### config.mk
export PLATFORM = sky130hd
export DESIGN_NAME = demux_stream_n
export DESIGN_NICKNAME = d
export VERILOG_FILES = /design/src/rtl/demux_pkg.sv /design/src/rtl/demux_slot.sv /design/src/rtl/demux_stream_n.sv
export SDC_FILE = /design/constraint.sdc
export NUM_CORES = 1
export LEC_CHECK = 0
export ABC_AREA = 1
export CAP_MARGIN = 25
export CORE_MARGIN = 8
export CORE_UTILIZATION = 42
export DETAILED_ROUTE_END_ITERATION = 8
export GPL_TIMING_DRIVEN = 0
export HOLD_SLACK_MARGIN = 0.12
export PLACE_DENSITY = 0.77
export SLEW_MARGIN = 20
export SYNTH_ARGS = -nofsm -noshare
export SYNTH_HDL_FRONTEND = slang
export SYNTH_SLANG_ARGS = --single-unit
### constraint.sdc
create_clock -name clk -period 1.5 [get_ports clk]
set_input_delay 0.3 -clock clk [delete_from_list [all_inputs] [get_ports clk]]
set_output_delay 0.3 -clock clk [all_outputs]
set_load 0.01 [all_outputs]
### src/rtl/demux_pkg.sv
// Shared constants, slot record type and helpers for the stream demultiplexer.
// Latency: n/a (declarations only).
// Backpressure: n/a (declarations only).

// One buffered beat: valid flag plus payload of width W.
`define DEMUX_SLOT_T(W) struct packed { logic valid; logic [(W)-1:0] data; }

package demux_pkg;

  localparam int DROP_CNT_W = 16;
  localparam int MAX_CH     = 16;

  // Increment that sticks at all-ones instead of wrapping.
  function automatic logic [DROP_CNT_W-1:0] sat_inc(input logic [DROP_CNT_W-1:0] v);
    return (&v) ? v : v + 1'b1;
  endfunction

endpackage

### src/rtl/demux_slot.sv
// One-entry output buffer for a single demux channel.
// Latency: a loaded beat is visible on out_valid/out_data the cycle after load.
// Backpressure: holds valid/data steady until out_ready; a load in the draining cycle replaces the beat.

module demux_slot
  import demux_pkg::*;
#(
  parameter int DATA_WIDTH = 64
) (
  input  logic                  clk,
  input  logic                  rst_n,
  input  logic                  load,
  input  logic [DATA_WIDTH-1:0] in_data,
  input  logic                  out_ready,
  output logic                  out_valid,
  output logic [DATA_WIDTH-1:0] out_data
);

  typedef `DEMUX_SLOT_T(DATA_WIDTH) slot_t;

  slot_t slot_q;

  // Load has priority over drain so back-to-back beats stream at full rate.
  always_ff @(posedge clk or negedge rst_n) begin
    if (!rst_n) begin
      slot_q <= '0;
    end else if (load) begin
      slot_q.valid <= 1'b1;
      slot_q.data  <= in_data;
    end else if (out_ready) begin
      slot_q.valid <= 1'b0;
    end
  end

  assign out_valid = slot_q.valid;
  assign out_data  = slot_q.data;

endmodule

### src/rtl/demux_stream_n.sv
// Registered 1:NUM_CH stream demux with broadcast, invalid-select drop and drop counter.
// Latency: one cycle from input acceptance to out_valid on the target channel(s).
// Backpressure: in_ready follows the target slot(s) being free or draining; broadcast waits for all.

module demux_stream_n
  import demux_pkg::*;
#(
  parameter int DATA_WIDTH = 64,
  parameter int NUM_CH     = 4,
  parameter int SEL_WIDTH  = $clog2(NUM_CH)
) (
  input  logic                         clk,
  input  logic                         rst_n,
  input  logic                         in_valid,
  output logic                         in_ready,
  input  logic [DATA_WIDTH-1:0]        in_data,
  input  logic [SEL_WIDTH-1:0]         in_sel,
  input  logic                         in_bcast,
  output logic [NUM_CH-1:0]            out_valid,
  input  logic [NUM_CH-1:0]            out_ready,
  output logic [NUM_CH*DATA_WIDTH-1:0] out_data,
  output logic                         sel_err,
  output logic [DROP_CNT_W-1:0]        drop_cnt
);

  logic [NUM_CH-1:0] free_vec;
  logic [NUM_CH-1:0] tgt_vec;
  logic [NUM_CH-1:0] load_vec;
  logic              sel_ok;
  logic              in_acc;
  logic              drop_vld;

  // Decode the target set; an out-of-range select matches no channel.
  always_comb begin
    sel_ok   = int'(in_sel) < NUM_CH;
    free_vec = ~out_valid | out_ready;
    tgt_vec  = '0;
    for (int k = 0; k < NUM_CH; k++) begin
      tgt_vec[k] = in_bcast | (in_sel == SEL_WIDTH'(k));
    end
  end

  // Broadcast needs every slot so it never lands partially; bad selects are always taken.
  always_comb begin
    in_ready = 1'b1;
    if (in_bcast) begin
      in_ready = &free_vec;
    end else if (sel_ok) begin
      in_ready = |(tgt_vec & free_vec);
    end
  end

  assign in_acc   = in_valid & in_ready;
  assign load_vec = in_acc ? tgt_vec : '0;
  assign drop_vld = in_acc & ~in_bcast & ~sel_ok;

  for (genvar k = 0; k < NUM_CH; k++) begin : g_slot
    demux_slot #(
      .DATA_WIDTH (DATA_WIDTH)
    ) u_slot (
      .clk       (clk),
      .rst_n     (rst_n),
      .load      (load_vec[k]),
      .in_data   (in_data),
      .out_ready (out_ready[k]),
      .out_valid (out_valid[k]),
      .out_data  (out_data[k*DATA_WIDTH +: DATA_WIDTH])
    );
  end

  // Report each dropped beat as a one-cycle pulse and a saturating tally.
  always_ff @(posedge clk or negedge rst_n) begin
    if (!rst_n) begin
      sel_err  <= 1'b0;
      drop_cnt <= '0;
    end else begin
      sel_err <= drop_vld;
      if (drop_vld) begin
        drop_cnt <= sat_inc(drop_cnt);
      end
    end
  end

endmodule
### Yosys cells after proc, flatten, opt, wreduce, memory -nomap -nowiden

Index checks and enable logic that the tools add are counted.

| storage, ports and cells | value |
|---|---|
| word-level logic and storage cells | 36 |
| bits in registers | 260 |
| output and inout bits | 278 |
| input bits | 74 |

| cells by class | value |
|---|---|
| equal/unequal tests | 3 |
| mux-type cells | 10 |
| bitwise gates (word level) | 8 |
| reductions and logical operators | 7 |

Operators with widths:

| cell | number |
|---|---|
| 1-bit two-way mux | 9 |
| 2-bit nonzero test | 4 |
| 4-bit AND | 1 |
| 2-bit == test (second input constant) | 2 |
| 4-bit two-way mux | 1 |
| 4-bit NOT | 1 |
| 1-bit OR | 4 |
| 4-bit OR | 1 |
| 4-bit AND reduction | 1 |
| 4-bit OR reduction | 1 |
| 2-bit by 1-bit == test with 1-bit output (second input constant) | 1 |
| 2-bit zero test | 1 |
| 1-bit AND | 1 |

### Depth between registers and ports, before layout

| depth | value |
|---|---|
| depth in word-level cells | 8 |
| mapped depth | 12 |
| mapped depth without buffers | 10 |

### Hierarchy

A second synthesis with hierarchy kept.

| unflattened totals | value |
|---|---|
| cell total of the unflattened synthesis | 1,158 |
| area total of the unflattened synthesis | 10,356.2 um^2 |

By module, submodules not included:

| module | area each (um^2) | seq. area each (um^2) | cells an instance | instances |
|---|---|---|---|---|
| demux_slot | 2,514.9 | 1,626.6 | 275 | 4 |
| demux_stream_n | 296.5 | 0.0 | 58 | 1 |

### Worst setup path after synthesis

Ideal clock, no wire load.

| timing | value |
|---|---|
| path type | reg2reg |
| from | reg g_slot[1].u_slot.slot_q (netlist bit g_slot[1].u_slot.out_valid) |
| to | reg g_slot[0].u_slot.slot_q (netlist bit g_slot[0].u_slot.out_data[14]) |
| period minus slack after synthesis | 1.383 ns |
| library setup time | 0.118 ns |
| data required time | 1.382 ns |
| arrival | 1.265 ns |
| cell stages (with the launch flop) | 9 |
| slack | 0.117 ns |
| path through | dfrtp_1 nand2_1 nand3_1 o21bai_2 nand4_1 buf_4 buf_2 nand2_1 nand2_1 |

| on the way | value |
|---|---|
| longest elaborated chain between the ends | 7 |
| elaborated cells between the ends (all ways) | 8 |
| those cells by class | mux (2); bitwise (4); reduce/logical (2) |

Ends and longest elaborated chain:

| element | RTL line | text |
|---|---|---|
| start: declaration | demux_slot.sv:21 | `slot_t slot_q;` |
| 4-bit NOT * | demux_stream_n.sv:36 | `free_vec = ~out_valid \| out_ready;` |
| 4-bit OR * | demux_stream_n.sv:36 |  |
| 4-bit AND | demux_stream_n.sv:49 | `in_ready = \|(tgt_vec & free_vec);` |
| 4-bit OR reduction | demux_stream_n.sv:49 |  |
| 1-bit two-way mux * | demux_stream_n.sv:46 | `if (in_bcast) begin` |
| 1-bit AND * | demux_stream_n.sv:53 | `assign in_acc = in_valid & in_ready;` |
| 4-bit two-way mux * | demux_stream_n.sv:54 | `assign load_vec = in_acc ? tgt_vec : '0;` |
| end: declaration | demux_slot.sv:21 |  |

Every way passes the cells marked *; elsewhere a longest branch is shown, timed or not.
A chain may end at the register's enable or synchronous reset.

### Worst setup path after layout

| timing | value |
|---|---|
| from | in in_bcast |
| to | out in_ready |

| on the way | value |
|---|---|
| longest elaborated chain between the ends | 4 |
| elaborated cells between the ends (all ways) | 7 |
| those cells by class | mux (1); bitwise (5); reduce/logical (1) |

Ends and longest elaborated chain:

| element | RTL line | text |
|---|---|---|
| start: declaration | demux_stream_n.sv:18 | `input logic in_bcast,` |
| 1-bit OR | demux_stream_n.sv:39 | `tgt_vec[k] = in_bcast \| (in_sel == SEL_WIDTH'(k));` |
| 4-bit AND | demux_stream_n.sv:49 |  |
| 4-bit OR reduction | demux_stream_n.sv:49 |  |
| 1-bit two-way mux * | demux_stream_n.sv:46 |  |
| end: declaration | demux_stream_n.sv:15 | `output logic in_ready,` |

Marks and branches as above.

==> summary by stage <==
Setup path
The critical path class is input port to output pin. The arrival time at the worst endpoint is around 1700 ps. The endpoint type of the worst setup path is an output pin. Of all nets on the critical path, the largest fanout is 6. The worst setup path is launched from an input port. Data on the critical path is required at its endpoint by roughly 1200 ps.

Worst hold path
In this run the worst hold path is classified as input port to async pin.

Logic synthesis
For this run, the number of Yosys warnings is 0. The largest total area in the synthesized netlist belongs to sky130_fd_sc_hd__dfrtp_1. After synthesis the netlist holds a flip-flop and latch count of 260. The cell area that synthesis handed to floorplanning was around 11000 µm². The number of flops mapped to enable cells by yosys is 0.

The synthesized netlist contains 19 unique library cells. Among all flip-flop cells after synthesis, the most frequent one is sky130_fd_sc_hd__dfrtp_1. After synthesis, the cell types taking the most area are sky130_fd_sc_hd__dfrtp_1 59%, sky130_fd_sc_hd__nand2_1 18%, sky130_fd_sc_hd__nand4_1 15%. The mean post-synth cell area is ~9.1 µm². The async set-reset flop share out of synthesis is 100%. Ranked by instance count, the synthesized netlist is headed by 527 x sky130_fd_sc_hd__nand2_1, 260 x sky130_fd_sc_hd__dfrtp_1, 260 x sky130_fd_sc_hd__nand4_1. Synthesis handed over a netlist of 1204 instances. The portion of synthesized cell area occupied by the leading cell type is about three fifths. The leading cell type by number of instances after synthesis is sky130_fd_sc_hd__nand2_1.

Sequential cells were found to cover approximately three fifths of the synthesized design area.

STA
Setup repair after global routing could not meet its margin everywhere. The worst clock skew is roughly 12 ps. The timing-limited maximum frequency is 491 MHz. Measured against its own limit, the worst slew margin works out to between 30% and 40%. The number of pins exceeding their max-slew limit in the final report is 0. Across all setup checks in the final design, the least slack found is -536 ps. The post-route clock period utilization is 136%. At the pin with the least slew margin, the transition time is 943 ps. The hold violation count in the final report is 0. Subtracting the final worst setup slack from the clock period gives 2040 ps. The final count of negative-setup-slack endpoints is 262.

Floorplanning
In this run the standard cell core region covers approximately 26000 µm². The number of I/O pins is about 350. The site row count is about 60.

The full die area is 31700 µm². The die is 178 µm tall. Once the floorplan was initialized, standard cells occupied 42.5% of the core. The floorplan step set the die width to approximately 180 µm.

Cells and area
The count of placed standard cells in the final layout, fillers left out is about 2000. The area taken by flip-flops and latches is 6510 µm². Compared with the post-synthesis result, the final layout area differs by 55.4%. The fraction of final layout cells sized beyond drive strength 1 is between 30% and 40%. After the last flow step, the layout net total stands at 1743.

The filler cells instantiated in the layout total ~2000. The area used by multi-input combinational logic is ~4000 µm².

GRT
Entering global routing, the biggest net connects 100 pins. The total routing resource utilization after global routing is about 29%. The number of global-route vias before repair came to ~12000.

The wire length of the first global-routing pass is a little over 70000 µm. The total global routing overflow is 0. The initial antenna violation count was 2.

Clock tree
The cell sitting at the root of the clock tree is a sky130_fd_sc_hd__clkbuf_16. The number of buffers created by CTS is 28. The TritonCTS clock tree is yes.

The clock insertion delay at the later pin of the skew report is about 540 ps. The depth of the CTS H-tree is 1. After clock tree synthesis, the clock-pin slew on the worst setup and hold paths is ~60 ps. The clock net in this run drives a total of 260 sinks. Counting along the longest clock path gives a buffer depth of 3.

Placement
Once detailed placement completed, the half-perimeter wirelength came to a little under 30000 µm. In this run the tool buffered the top-level ports with 333 buffer cells. Prior to clock tree synthesis, the placed netlist has a worst setup slack of -1140 ps. The placed instance count is between 1500 and 2000. At the end of routability-driven placement, the weighted congestion stood at 0.837.

Detailed routing
The count of nets left with antenna violations after detail routing is 0. The routed wire length per instance is about 23 µm. The routed layout has ~12000 vias. Wires add up to approximately 47000 µm. For this block, the initial DRC count from the detailed router was between 1000 and 1500. The count of unresolved DRC violations after routing is 0. After detailed routing, the number of vias per cell comes to about 5.7. Before antenna repair, the detailed router went through 5 iterations.

Power
VDD sags by at most 0.000966 V. Summed over all cells, the static leakage comes to ~0.0089 µW. In this run the power density over the cells is approximately 1500 nW/µm².

Job
Across the run, the number of max-cap violations was 0.

Run status
The flow ran to the end, but the final reports show violations. The final reports fail on setup timing.
## what timing repair did
item / in CTS / in global routing
gates cloned: 33 / 2
resized for setup: 847 / 222
setup buffers: 36 / 23
hold buffers: 1 / 0
pin swaps: 40 / 14
endpoints found under the hold margin: 77 / 0
endpoints found under the setup margin: 521 / 464
## cells by family (layout without fill, tap and decap cells)
group                  count (synthesis)  count (layout)  share of synthesized area [%]
AO/OA/AOI/OAI                          2               2                          0.148
buffers and inverters                143             612                           7.24
flip-flops                           260             260                           59.1
other                                  1              19                         0.0341
AND/OR/NAND/NOR                      798             798                           33.5
## registers in the layout (all words and copies together) (netlist names)
signal                   count
g_slot.u_slot.out_data     256
g_slot.u_slot.out_valid      4
## worst max-delay path, stage by stage
cell and delay [ps]:
sky130_fd_sc_hd__clkdlybuf4s50_1 480, sky130_fd_sc_hd__inv_2 180, sky130_fd_sc_hd__nand2_2 110, sky130_fd_sc_hd__nand2_4 120, sky130_fd_sc_hd__nand2_2 80, sky130_fd_sc_hd__nor2_4 160, sky130_fd_sc_hd__nor2_8 70, sky130_fd_sc_hd__buf_6 120
sky130_fd_sc_hd__buf_6 110
## metrics by stage
step	cell area (µm²)	utilization (%)	TNS (ps)	hold WS, ps	power, µW
after floorplan	11100	-	0	4.41	12600
after global placement	14800	57.2	-3111210	462	17400
after detailed placement	14900	57.4	-238470	342	17600
after CTS	17900	69.0	-105780	356	25900
after global routing	17100	66.0	-108170	396	26700
final	17100	66.0	-91210	345	25600
## cell usage in the layout, fill, tap and decap left out, types with 5 or more instances in the layout
master and count:
sky130_fd_sc_hd__clkbuf_8 6, sky130_fd_sc_hd__clkbuf_2 137, sky130_fd_sc_hd__nand2_4 16, sky130_fd_sc_hd__conb_1 17, sky130_fd_sc_hd__buf_1 11, sky130_fd_sc_hd__dfrtp_1 260
sky130_fd_sc_hd__clkbuf_16 32, sky130_fd_sc_hd__buf_8 34, sky130_fd_sc_hd__clkdlybuf4s50_1 71, sky130_fd_sc_hd__clkdlybuf4s15_1 43, sky130_fd_sc_hd__buf_2 65, sky130_fd_sc_hd__clkdlybuf4s15_2 20
sky130_fd_sc_hd__buf_16 29, sky130_fd_sc_hd__nand2_1 460, sky130_fd_sc_hd__nand4_1 260, sky130_fd_sc_hd__buf_12 22, sky130_fd_sc_hd__buf_6 22, sky130_fd_sc_hd__clkinv_2 5
sky130_fd_sc_hd__buf_4 52, sky130_fd_sc_hd__clkbuf_1 45, sky130_fd_sc_hd__nand2_2 56, sky130_fd_sc_hd__inv_1 7
## path summary, 6_finish.rpt
check | slack, ps | startpoint | end | cells past startpoint
max | -540 | in_bcast | in_ready | 9
min | 340 | rst_n | g_slot[3].u_slot.out_data[8] | 2
max reg2reg | -440 | g_slot[1].u_slot.out_valid | g_slot[1].u_slot.out_data[0] | 13
min reg2reg | 470 | g_slot[2].u_slot.out_data[33] | g_slot[2].u_slot.out_data[33] | 2
max in group asynchronous | 210 | rst_n | g_slot[1].u_slot.out_data[48] | 3
min in group clk | 420 | out_ready[3] | g_slot[3].u_slot.out_valid | 4
## layer usage
metal  share of wire [%]  GRT usage, %  up-vias
met5                   0             0        -
met4                 4.6          13.6        0
met3                  11          7.83      146
met2                  46          45.7      734
met1                  38          35.9     5733
li1                    -             -     5003
## final cells by class
type / count / share of cell area (%)
multi-input cells: 817 / 23.7
flip-flops and latches: 260 / 38.0
clock buffers: 40 / 4.78
well taps: 335 / 2.45
repair buffers: 423 / 23.4
inverters: 9 / 0.212
clock inverters: 10 / 0.892
plain buffers: 130 / 6.60
diodes: 2 / 0.0293
## report_power, final
part | total [µW] | internal, µW | leakage, µW | switching [µW]
Sequential | 9710 | 8640 | 0.00323 | 1070
Combinational | 8510 | 3960 | 0.00525 | 4560
Clock | 7350 | 4450 | 0.000477 | 2900
Total | 25600 | 17000 | 0.00895 | 8530
Power figures use the tool's default switching activity.
